===== src/rtl/udma_hyper_busy_mc.sv =====
// rtl/udma_hyper_busy_mc.sv - per-channel busy/EOT tracker for the HyperBus uDMA
// Optional ISSUED timeout with ERR pulse: define UDMA_HYPER_BUSY_TIMEOUT_EN
module udma_hyper_busy_mc #(
  parameter int N_CH        = 2,
  parameter int SYNC_STAGES = 2,
  parameter int TIMEOUT_CYC = 1024
) (
  input  logic            sys_clk_i,
  input  logic            rst_ni,
  input  logic [N_CH-1:0] running_trans_sys_i,
  input  logic [N_CH-1:0] proc_id_sys_i,
  input  logic [N_CH-1:0] running_trans_phy_i,
  output logic [N_CH-1:0] busy_o,
  output logic            busy_any_o,
  output logic [N_CH-1:0] evt_eot_o,
  output logic [N_CH-1:0] evt_err_o
);

  typedef enum logic [2:0] {
    ST_IDLE,
    ST_ISSUED,
    ST_BUSY,
    ST_END,
    ST_ERR
  } state_e;

  if (N_CH < 1 || N_CH > 8 || SYNC_STAGES < 2 || SYNC_STAGES > 4 || TIMEOUT_CYC < 2) begin : g_bad_param
    $error("udma_hyper_busy_mc: illegal parameter value");
  end

  logic [N_CH-1:0] phy_s;
  logic [N_CH-1:0] r_busy;
  logic [N_CH-1:0] busy_d_q;

  for (genvar c = 0; c < N_CH; c++) begin : g_ch
    logic [SYNC_STAGES-1:0] sync_q;
    state_e                 state_q, state_d;
    logic                   r_busy_q;

    always_ff @(posedge sys_clk_i or negedge rst_ni) begin
      if (!rst_ni) begin
        sync_q <= '0;
      end else begin
        sync_q <= {sync_q[SYNC_STAGES-2:0], running_trans_phy_i[c]};
      end
    end

    assign phy_s[c] = sync_q[SYNC_STAGES-1];

`ifdef UDMA_HYPER_BUSY_TIMEOUT_EN
    localparam int CW = $clog2(TIMEOUT_CYC + 1);
    logic [CW-1:0] cnt_q;
    logic          timeout;

    assign timeout = (cnt_q == CW'(TIMEOUT_CYC - 1));

    // Restarts on every entry to ISSUED, including BUSY -> ISSUED re-issues
    always_ff @(posedge sys_clk_i or negedge rst_ni) begin
      if (!rst_ni) begin
        cnt_q <= '0;
      end else if (state_q != ST_ISSUED && state_d == ST_ISSUED) begin
        cnt_q <= '0;
      end else if (state_q == ST_ISSUED) begin
        cnt_q <= cnt_q + CW'(1);
      end
    end

    assign evt_err_o[c] = (state_q == ST_ERR);
`else
    logic timeout;
    assign timeout      = 1'b0;
    assign evt_err_o[c] = 1'b0;
`endif

    always_comb begin
      state_d = state_q;
      case (state_q)
        ST_IDLE: begin
          if (running_trans_sys_i[c]) state_d = ST_ISSUED;
        end
        ST_ISSUED: begin
          // A PHY start seen in the timeout cycle still wins
          if (phy_s[c])     state_d = ST_BUSY;
          else if (timeout) state_d = ST_ERR;
        end
        ST_BUSY: begin
          if (!phy_s[c] && !proc_id_sys_i[c]) begin
            state_d = running_trans_sys_i[c] ? ST_ISSUED : ST_END;
          end
        end
        ST_END:  state_d = ST_IDLE;
        ST_ERR:  state_d = ST_IDLE;
        default: state_d = ST_IDLE;
      endcase
    end

    always_ff @(posedge sys_clk_i or negedge rst_ni) begin
      if (!rst_ni) begin
        state_q  <= ST_IDLE;
        r_busy_q <= 1'b0;
      end else begin
        state_q  <= state_d;
        r_busy_q <= (state_d != ST_IDLE);
      end
    end

    assign r_busy[c] = r_busy_q;
  end

  assign busy_o     = rst_ni ? (r_busy | running_trans_sys_i) : '0;
  assign busy_any_o = |busy_o;

  // busy_d is cleared by reset, so neither reset edge can fake a falling busy
  always_ff @(posedge sys_clk_i or negedge rst_ni) begin
    if (!rst_ni) begin
      busy_d_q <= '0;
    end else begin
      busy_d_q <= busy_o;
    end
  end

  assign evt_eot_o = busy_d_q & ~busy_o;

endmodule


===== config.mk =====
export PLATFORM = sky130hd
export DESIGN_NAME = udma_hyper_busy_mc
export DESIGN_NICKNAME = d
export VERILOG_FILES = /design/src/rtl/udma_hyper_busy_mc.sv
export SDC_FILE = /design/constraint.sdc
export NUM_CORES = 1
export LEC_CHECK = 0
export BUFFER_PORTS_ARGS = -buffer_cell sky130_fd_sc_hd__buf_2
export CELL_PAD_IN_SITES_DETAIL_PLACEMENT = 0
export CELL_PAD_IN_SITES_GLOBAL_PLACEMENT = 1
export CORE_MARGIN = 2
export CORE_UTILIZATION = 33
export CTS_CLUSTER_SIZE = 16
export DETAILED_ROUTE_END_ITERATION = 8
export GPL_TIMING_DRIVEN = 0
export PLACE_DENSITY = 0.79
export SLEW_MARGIN = 10
export SYNTH_ARGS = -nofsm -noshare
export SYNTH_HDL_FRONTEND = slang
export SYNTH_SLANG_ARGS = --single-unit

===== constraint.sdc =====
create_clock -name sys_clk_i -period 1 [get_ports sys_clk_i]
set_input_delay 0.05 -clock sys_clk_i [delete_from_list [all_inputs] [get_ports sys_clk_i]]
set_output_delay 0.05 -clock sys_clk_i [all_outputs]
set_load 0.02 [all_outputs]

==> out/qor.txt, run 1 <==
Non-Filler Instances -> 90
Gpl congestion -> 0.631
Synth unique cells -> 20
Post-synth EDFFs -> 0
Top_reg_cell synth -> dfrtp_1
Sequential share of power -> 0.506
Core Util, Final -> 0.544
Antenna fix cells -> 0
Grt ovf -> 0
Met3 wire length -> 56 um
Fraction of layout cells with a size suffix above 1 -> 0.486
Worst Hold Class -> input port to flip-flop
Row cnt -> 14
WP data arrival -> 1170 ps
Starting DRT DRC Count -> 0
Status -> finished, violations left
Critical path class -> flip-flop to primary output
Sw frac -> 0.246
Met2 routed WL -> 503 um
Most frequent cells in the layout -> dfrtp_1, buf_4, buf_2
Area of the multi-input gates -> 221 um^2
Routed WL -> 994 um
Rel. slew slack -> 0.571
Clk_lat worst skew -> 270 ps
Combinational power share -> 0.170
Max Slew Vio Count -> 0
TNS Setup -> -895 ps
First-pass GRT wire length -> 1720 um
Clk buf depth -> 2
Vias in the first global route -> 419
Initial Utilization -> 0.360
Post-synth ARST share -> 1.00
Peak VDD IR -> 0.828 mV
Yosys warnings -> 0
RSZ-0062 raised after global routing -> true
Die width -> 44.8 um
HPWL after detailed placement -> 585 um
TritonCTS buffer count -> 3
Vias -> 423
Final number of setup-violating endpoints -> 6
CTS clk-pin slew, worst paths -> 90 ps
Min Tclk post-route -> 1220 ps
Post-Syn Area -> 548 um^2
Number of max-cap violations -> 0
Final antenna-violating net count -> 0
Psw -> 305 uW
Overall routing resource usage -> 0.119
H-tree levels -> 1
Final Hold Violating Endpoints -> 0
Period utilization -> 1.22
Failing checks -> negative setup slack
Most common cell after layout, fill and taps aside -> dfrtp_1
Clock Sinks -> 14
Clock Tree Root -> clkbuf_4
Final worst slack -> -221 ps
Final net count -> 83
Slew @ Worst Pin -> 641 ps
Crit start category -> flip-flop
First-pass DRT Iterations -> 1
Placed insts -> 76
Core ar. -> 1520 um^2
Initial antenna violation count -> 0
DIE AREA -> 2000 um^2
DRC violation count after routing -> 0
Drt wl/cell -> 11.0 um
Area Overhead vs Synth -> 51.4%
CP max FO -> 2
Clk pwr share -> 0.324
Pwr/cell area -> 1490 nW/um^2
Mapped Avg Cell Area -> 12.2 um^2
Overall power -> 1240 uW
LEAKAGE -> 0.000391 uW
Clock skew -> 1.95 ps
Crit. End Element -> primary output
# fillers -> 145
Largest net degree at the start of global routing -> 15
Seq/Total Area, Yosys -> 0.639
WP data required -> 950 ps
Power Internal -> 935 uW
Die Ht -> 44.8 um
Mapped Cells -> 45
Synthesized flop and latch total -> 14
Top Ports -> 15
Reg area -> 352 um^2
CTS tree -> yes
Top sig layer -> met3
Pre-CTS setup slack -> -111 ps
Routed metal-1 wirelength -> 434 um
Via density -> 4.70
IO buf count -> 12
F_max -> 0.819 GHz
## critical path, cell delays in order, from the launching register on
cell and delay (ps):
dfrtp_1 380, o41a_1 380, buf_6 140
## cells in the mapped netlist, types with 2 or more instances
library cell | n | area, um^2
nor2b_1 | 4 | 25.0
dfrtp_1 | 14 | 350
o21a_1 | 2 | 15.0
nor3_1 | 2 | 10.0
a21oi_1 | 3 | 15.0
nor2_1 | 3 | 11.3
a211oi_1 | 3 | 22.5
buf_4 | 2 | 15.0
## registers in the layout, indices dropped and copies added, names as in the netlist
| name | cells |
|---|---|
| g_ch.sync_q | 4 |
| busy_d_q | 2 |
| g_ch.state_q | 6 |
| g_ch.r_busy_q | 2 |
## cells by family after synthesis
kind of cell / after synthesis / synth area share
flops: 14 / 0.639
simple gates: 13 / 0.132
compound gates: 12 / 0.162
buf+inv: 4 / 0.0411
mux: 1 / 0.0183
other cells: 1 / 0.00684
## area by class of cell
type,instances,area share
Sequential cell,14,0.424
Tap cell,16,0.0241
Multi-Input combinational cell,30,0.267
Inverter,2,0.00905
Timing Repair Buffer,22,0.214
Buffer,2,0.0181
Clock buffer,4,0.0437
## repair_timing
item | CTS | global route
endpoints found under the setup margin | 6 | 9
hold endpoints to repair | 16 | 0
gates cloned | 0 | 0
buffers inserted | 5 | 2
pin swaps | 2 | 4
hold buffers | 3 | 0
resized for setup | 11 | 8
## power groups by stage
| stage | Sequential, uW | Combinational (uW) | Clock [uW] |
|---|---|---|---|
| finish | 627 | 210 | 402 |
| global placement | 640 | 133 | 0 |
| detailed placement | 641 | 136 | 0 |
| floorplan | 635 | 87.5 | 0 |
| global route | 632 | 233 | 436 |
| CTS | 625 | 191 | 416 |
## through the flow
step | instance area (um^2) | hold WS [ps]
floorplan | 564 | -246
global placement | 644 | -30.0
detailed placement | 644 | -21.2
CTS | 782 | 1.79
global route | 830 | 21.7
finish | 830 | 9.62
## per-layer routing
layer | vias up | GRT usage
li1 | 212 | -
met1 | 200 | 0.135
met2 | 11 | 0.214
met3 | 0 | 0.0240
met4 | 0 | 0.0545
met5 | - | 0
## worst paths after layout
path	startpoint	slack, ps	cells past startpoint	endpoint
min reg2reg	g_ch[0].sync_q[0]$_DFF_PN0_	350	0	g_ch[0].sync_q[1]$_DFF_PN0_
min in group asynchronous	rst_ni	360	2	g_ch[1].r_busy_q$_DFF_PN0_
max	g_ch[0].r_busy_q$_DFF_PN0_	-220	2	busy_any_o
max reg2reg	g_ch[0].sync_q[1]$_DFF_PN0_	-190	3	g_ch[0].state_q[0]$_DFF_PN0_
max in group asynchronous	rst_ni	190	2	g_ch[1].state_q[0]$_DFF_PN0_
min	running_trans_sys_i[1]	10	2	g_ch[1].state_q[1]$_DFF_PN0_
Note: power is estimated with default switching activity, not from simulation.
==> run 2: changes to the inputs <==
==> constraint.sdc (replaced) <==
create_clock -name sys_clk_i -period 1 [get_ports sys_clk_i]
set_input_delay 0.2 -clock sys_clk_i [delete_from_list [all_inputs] [get_ports sys_clk_i]]
set_output_delay 0.2 -clock sys_clk_i [all_outputs]
set_load 0.02 [all_outputs]
==> out/qor.txt, run 2 (synthesis results as in run 1) <==
Largest registers -> g_ch.state_q x6, g_ch.sync_q x4 (unchanged)
Clock skew -> 0.323 ps (was 1.95 ps)
Peak VDD IR -> 0.731 mV (was 0.828 mV)
Die width -> 44.8 um (unchanged)
LEAKAGE -> 0.000380 uW (was 0.000391 uW)
Row cnt -> 14 (unchanged)
Slew @ Worst Pin -> 599 ps (was 641 ps)
Clk_lat worst skew -> 270 ps (about the same)
CP max FO -> 2 (unchanged)
WP data arrival -> 1170 ps (about the same)
Largest register FFs -> 6 (unchanged)
DIE AREA -> 2000 um^2 (unchanged)
Reg-to-reg endpoint -> g_ch[0].state_q[0]$_DFF_PN0_ (unchanged)
RSZ-0062 raised after global routing -> true (unchanged)
Overall power -> 1210 uW (was 1240 uW)
Largest net degree at the start of global routing -> 15 (unchanged)
Crit start category -> flip-flop (unchanged)
WP data required -> 800 ps (was 950 ps)
Clk buf depth -> 2 (unchanged)
Reg area -> 353 um^2 (was 352 um^2)
Area Overhead vs Synth -> 45.9% (was 51.4%)
CTS tree -> yes (unchanged)
Number of max-cap violations -> 0 (unchanged)
Pre-CTS setup slack -> -193 ps (was -111 ps)
Worst R2R Path Depth -> 2 (was 3)
Status -> finished, violations left (unchanged)
Final antenna-violating net count -> 0 (unchanged)
Critical Path Start -> g_ch[0].r_busy_q$_DFF_PN0_ (unchanged)
Initial antenna violation count -> 0 (unchanged)
F_max -> 0.731 GHz (was 0.819 GHz)
Rel. slew slack -> 0.601 (was 0.571)
Vias -> 409 (was 423)
CP max-delay cell -> dfrtp_1 (unchanged)
Final worst slack -> -368 ps (was -221 ps)
Core ar. -> 1520 um^2 (unchanged)
Antenna fix cells -> 0 (unchanged)
Die Ht -> 44.8 um (unchanged)
Initial Utilization -> 0.360 (unchanged)
Grt ovf -> 0 (unchanged)
Critical R2R Launch -> g_ch[0].state_q[0]$_DFF_PN0_ (was g_ch[0].sync_q[1]$_DFF_PN0_)
Top reg by flops -> g_ch.state_q (unchanged)
Vias in the first global route -> 341 (was 419)
Overall routing resource usage -> 0.104 (was 0.119)
Fraction of layout cells with a size suffix above 1 -> 0.457 (was 0.486)
Starting DRT DRC Count -> 0 (unchanged)
CTS clk-pin slew, worst paths -> 80 ps (was 90 ps)
First-pass GRT wire length -> 1380 um (was 1720 um)
Min Tclk post-route -> 1370 ps (was 1220 ps)
CP peak stage delay -> 380 ps (about the same)
Crit. End Element -> primary output (unchanged)
DRC violation count after routing -> 0 (unchanged)
Final Hold Violating Endpoints -> 0 (unchanged)
Max Slew Vio Count -> 0 (unchanged)
Worst Hold Class -> input port to async pin (was input port to flip-flop)
HPWL after detailed placement -> 552 um (was 585 um)
Routed WL -> 810 um (was 994 um)
Worst R2R Setup Slack -> -120 ps (was -190 ps)
Drt wl/cell -> 9.42 um (was 11.0 um)
Clock Tree Root -> clkbuf_4 (unchanged)
Final net count -> 79 (was 83)
Critical path class -> flip-flop to primary output (unchanged)
IO buf count -> 12 (unchanged)
Critical-path cell list -> o41a_1 -> buf_6 (unchanged)
Final number of setup-violating endpoints -> 6 (unchanged)
TritonCTS buffer count -> 3 (unchanged)
Pwr/cell area -> 1510 nW/um^2 (was 1490 nW/um^2)
Clock Sinks -> 14 (unchanged)
First-pass DRT Iterations -> 1 (unchanged)
Most common cell after layout, fill and taps aside -> dfrtp_1 (unchanged)
Failing checks -> negative setup slack (unchanged)
Gpl congestion -> 0.613 (was 0.631)
Top Ports -> 15 (unchanged)
# fillers -> 142 (was 145)
Most frequent cells in the layout -> dfrtp_1, buf_2, buf_4, buf_6, conb_1 (was dfrtp_1, buf_4, buf_2)
Area of the multi-input gates -> 221 um^2 (unchanged)
H-tree levels -> 1 (unchanged)
Via density -> 4.76 (was 4.70)
Period utilization -> 1.37 (was 1.22)
==> run 2: layout make-up <==
class | instances | share of cell area
plain buffers | 2 | 0.0188
clock buffers | 4 | 0.0454
inverters | 2 | 0.00939
multi-input cells | 30 | 0.277
flip-flops and latches | 14 | 0.441
well taps | 16 | 0.0250
repair buffers | 18 | 0.183
==> run 2: critical path: cells and delay by family (launching register included) <==
family | cells | cell delay (ps)
AOI/OAI and AO/OA | 1 | 380
buffers and inverters | 1 | 140
DFF | 1 | 380
==> run 2: per-stage QoR <==
stage,util,cells,setup TNS [ps],hold slack (ps),area [um^2]
6_report,0.525,86,-1590,143,800
5_1_grt,0.525,86,-1990,139,800
4_1_cts,0.481,81,-1710,7.64,733
3_5_place_dp,0.430,76,-905,129,656
3_3_place_gp,0.430,76,-854,124,656
2_1_floorplan,-,48,-98.1,-95.6,576
==> run 2: worst max path at each step <==
stage / endpoint / cells after the start
2_1_floorplan: g_ch[0].state_q[0]$_DFF_PN0_ / 2
3_3_place_gp: evt_eot_o[1] / 4
3_5_place_dp: evt_eot_o[1] / 4
4_1_cts: busy_any_o / 2
5_1_grt: busy_any_o / 2
6_report: busy_any_o / 2
==> run 2: repair_timing <==
action | in CTS | in global routing
cloned | 0 | 0
hold endpoints to repair | 14 | 2
endpoints found under the setup margin | 6 | 23
setup buffers | 0 | 3
pin swaps | 1 | 1
gates resized for setup | 10 | 8
hold buffers | 1 | 2
==> run 2: layer usage <==
| layer | vias up | share of wire | track usage |
|---|---|---|---|
| li1 | 203 | - | - |
| met1 | 187 | 0.42 | 0.112 |
| met2 | 14 | 0.46 | 0.154 |
| met3 | 5 | 0.094 | 0.0720 |
| met4 | 0 | 0.017 | 0.0545 |
| met5 | - | 0 | 0 |
==> run 2: where the power goes <==
| part | switching (uW) | internal [uW] | total (uW) |
|---|---|---|---|
| Combinational | 86.4 | 102 | 189 |
| Clock | 167 | 221 | 388 |
| Sequential | 29.3 | 603 | 632 |
| Total | 283 | 926 | 1210 |
==> run 3: changes to the inputs <==
--- a/config.mk
+++ b/config.mk
@@ -6,13 +6,14 @@
 export NUM_CORES = 1
 export LEC_CHECK = 0
+export ABC_AREA = 1
 export BUFFER_PORTS_ARGS = -buffer_cell sky130_fd_sc_hd__buf_2
 export CELL_PAD_IN_SITES_DETAIL_PLACEMENT = 0
 export CELL_PAD_IN_SITES_GLOBAL_PLACEMENT = 1
 export CORE_MARGIN = 2
-export CORE_UTILIZATION = 33
+export CORE_UTILIZATION = 32
 export CTS_CLUSTER_SIZE = 16
 export DETAILED_ROUTE_END_ITERATION = 8
 export GPL_TIMING_DRIVEN = 0
-export PLACE_DENSITY = 0.79
+export PLACE_DENSITY = 0.81
 export SLEW_MARGIN = 10
 export SYNTH_ARGS = -nofsm -noshare
==> constraint.sdc (replaced) <==
create_clock -name sys_clk_i -period 1 [get_ports sys_clk_i]
set_input_delay 0.2 -clock sys_clk_i [delete_from_list [all_inputs] [get_ports sys_clk_i]]
set_output_delay 0.2 -clock sys_clk_i [all_outputs]
set_load 0.01 [all_outputs]
==> out/qor.txt, run 3 <==
Core Util, Final -> 0.455 (was 0.525)
Crit. End Element -> primary output (unchanged)
Peak VDD IR -> 1.19 mV (was 0.731 mV)
Die width -> 47.0 um (was 44.8 um)
Largest net degree at the start of global routing -> 15 (unchanged)
Via density -> 3.93 (was 4.76)
GR Util met3 -> 0.0577 (was 0.0720)
TritonCTS buffer count -> 3 (unchanged)
Drt wl/cell -> 8.34 um (was 9.42 um)
Starting DRT DRC Count -> 4 (was 0)
Overall routing resource usage -> 0.107 (was 0.104)
Gpl congestion -> 0.696 (was 0.613)
Row cnt -> 15 (was 14)
Rel. slew slack -> 0.599 (was 0.601)
Most frequent cells in the layout -> nand2_1, dfrtp_1, inv_1 (was dfrtp_1, buf_2, buf_4, buf_6, conb_1)
Worst hold path startpoint -> running_trans_phy_i[1]
CTS clk-pin slew, worst paths -> 80 ps (about the same)
Min Tclk post-route -> 1240 ps (was 1370 ps)
Grt ovf -> 0 (unchanged)
Period utilization -> 1.24 (was 1.37)
DIE AREA -> 2210 um^2 (was 2000 um^2)
Synth area leader -> dfrtp_1 (unchanged)
RSZ-0062 raised after global routing -> true (unchanged)
Area Overhead vs Synth -> 33.1% (was 45.9%)
Post-synth top cells -> nand2_1, nor2_1, dfrtp_1, inv_1, nand3_1 (was dfrtp_1, nor2b_1, a211oi_1, a21oi_1, nor2_1)
GR peak layer -> met2 (unchanged)
Mapped Avg Cell Area -> 8.20 um^2 (was 12.2 um^2)
Worst Hold Class -> input port to flip-flop (was input port to async pin)
Largest registers -> g_ch.state_q x6, g_ch.sync_q x4 (unchanged)
Clock Tree Root -> clkbuf_4 (unchanged)
Status -> finished, violations left (unchanged)
Initial Utilization -> 0.342 (was 0.360)
Hold path depth -> 1
Clock Sinks -> 14 (unchanged)
Post-Syn Area -> 591 um^2 (was 548 um^2)
Synth top area cells -> dfrtp_1, nand2_1, nor2_1, inv_1, nand3_1 (was dfrtp_1, nor2b_1, a211oi_1, a21oi_1, buf_4)
Final antenna-violating net count -> 0 (unchanged)
Critical R2R Launch -> g_ch[0].state_q[0]$_DFF_PN0_ (unchanged)
Vias -> 468 (was 409)
Final number of setup-violating endpoints -> 5 (was 6)
Synth unique cells -> 11 (was 20)
Slew @ Worst Pin -> 601 ps (was 599 ps)
F_max -> 0.804 GHz (was 0.731 GHz)
Final Hold Violating Endpoints -> 0 (unchanged)
IO buf count -> 12 (unchanged)
WP data arrival -> 1040 ps (was 1170 ps)
Top Ports -> 15 (unchanged)
Worst R2R Setup Slack -> 90 ps (was -120 ps)
Post-synth top area share -> 0.593 (was 0.639)
Min Hold Slack -> 32.0 ps (was 143 ps)
Crit start category -> flip-flop (unchanged)
Top reg by flops -> g_ch.state_q (unchanged)
Reg-to-reg endpoint -> g_ch[0].state_q[0]$_DFF_PN0_ (unchanged)
Routed WL -> 992 um (was 810 um)
Initial antenna violation count -> 0 (unchanged)
WP data required -> 800 ps (about the same)
M2 GR Usage -> 0.178 (was 0.154)
Core ar. -> 1730 um^2 (was 1520 um^2)
Synthesized flop and latch total -> 14 (unchanged)
Yosys warnings -> 0 (unchanged)
Antenna fix cells -> 0 (unchanged)
Top_reg_cell synth -> dfrtp_1 (unchanged)
Most common cell after layout, fill and taps aside -> nand2_1 (was dfrtp_1)
Grt met1 use -> 0.110 (was 0.112)
TNS Setup -> -1030 ps (was -1590 ps)
H-tree levels -> 1 (unchanged)
Clk buf depth -> 2 (unchanged)
Seq/Total Area, Yosys -> 0.593 (was 0.639)
LEAKAGE -> 0.000451 uW (was 0.000380 uW)
Vias in the first global route -> 384 (was 341)
Post-synth EDFFs -> 0 (unchanged)
Fraction of layout cells with a size suffix above 1 -> 0.372 (was 0.457)
Worst R2R Path Depth -> 5 (was 2)
Final worst slack -> -244 ps (was -368 ps)
Clk_lat worst skew -> 270 ps (about the same)
Hold EP -> g_ch[1].sync_q[0]$_DFF_PN0_
CTS tree -> yes (unchanged)
First-pass GRT wire length -> 1540 um (was 1380 um)
Max Slew Vio Count -> 0 (unchanged)
CP max FO -> 3 (was 2)
Post-synth ARST share -> 1.00 (unchanged)
Mapped Cells -> 72 (was 45)
Final net count -> 103 (was 79)
Pwr/cell area -> 1540 nW/um^2 (was 1510 nW/um^2)
HPWL after detailed placement -> 723 um (was 552 um)
DRC violation count after routing -> 0 (unchanged)
Largest register FFs -> 6 (unchanged)
Critical path class -> flip-flop to primary output (unchanged)
Die Ht -> 47.0 um (was 44.8 um)
Clock skew -> 4.37 ps (was 0.323 ps)
First-pass DRT Iterations -> 3 (was 1)
Fin area -> 786 um^2 (was 800 um^2)
Pre-CTS setup slack -> -197 ps (was -193 ps)
Failing checks -> negative setup slack (unchanged)
Number of max-cap violations -> 0 (unchanged)
DP Area -> 698 um^2 (was 656 um^2)
run 3: changes by cell type after synthesis, sizes merged, moves of 3 or more:
cell	before	now
nor2b	4	0
nand2	1	17
a211oi	3	0
nor2	3	16
a21oi	3	0
inv	2	16
nand3	1	4
run 3: how the worst max path moves through the flow:
| stage | from | endpoint | depth (start not counted) | slack, ps |
|---|---|---|---|---|
| 2_1_floorplan | g_ch[1].r_busy_q$_DFF_PN0_ | evt_eot_o[1] | 3 | 20 |
| 3_3_place_gp | rst_ni | evt_eot_o[0] | 5 | -180 |
| 3_5_place_dp | rst_ni | evt_eot_o[1] | 5 | -200 |
| 4_1_cts | g_ch[1].r_busy_q$_DFF_PN0_ | evt_eot_o[1] | 4 | -260 |
| 5_1_grt | g_ch[1].r_busy_q$_DFF_PN0_ | evt_eot_o[1] | 4 | -340 |
| 6_report | g_ch[0].r_busy_q$_DFF_PN0_ | evt_eot_o[0] | 4 | -240 |
run 3: final cells by class:
| cell class | instances | area [um^2] |
|---|---|---|
| Fill cell | 191 | 941 |
| Sequential cell | 14 | 350 |
| Multi-Input combinational cell | 43 | 199 |
| Timing Repair Buffer | 15 | 93.8 |
| Inverter | 16 | 60.1 |
| Clock buffer | 4 | 36.3 |
| Tap cell | 25 | 31.3 |
| Buffer | 2 | 15.0 |
run 3: critical path, stage by stage, from the launching register on:
cell and delay (ps):
dfrtp_1 370, o21ai_2 140, inv_2 70, nor2_2 70
buf_2 130
run 3: logic make-up (layout without fill, tap and decap cells):
kind of cell / Yosys count / after routing / synth area share
other: 1 / 4 / 0.00635
AO/OA/AOI/OAI: 2 / 2 / 0.0169
buffers and inverters: 18 / 37 / 0.127
AND/OR/NAND/NOR: 37 / 37 / 0.256
flip-flops: 14 / 14 / 0.593
run 3: power by group:
| part | internal [uW] | switching (uW) |
|---|---|---|
| combinational | 80.4 | 100 |
| clock | 221 | 164 |
| sequential | 611 | 32.4 |
run 3: metrics by stage:
stage	total power (uW)	cells
after floorplan	741	75
after global placement	796	112
after detailed placement	804	112
after CTS	1220	119
after global routing	1290	119
final	1210	119
run 3: repair_timing:
item                                    4_1_cts  5_1_grt
hold buffers                                  1        0
buffers inserted                              2        0
endpoints found under the setup margin        5       22
hold endpoints to repair                     14        0
resized for setup                             6        6
gates cloned                                  0        0
pin swaps                                     0        1
run 3: layer usage:
metal  up-vias  share of wire
met5         -              0
met4         0          0.012
met3         2          0.073
met2        13           0.49
met1       209           0.42
li1        244              -
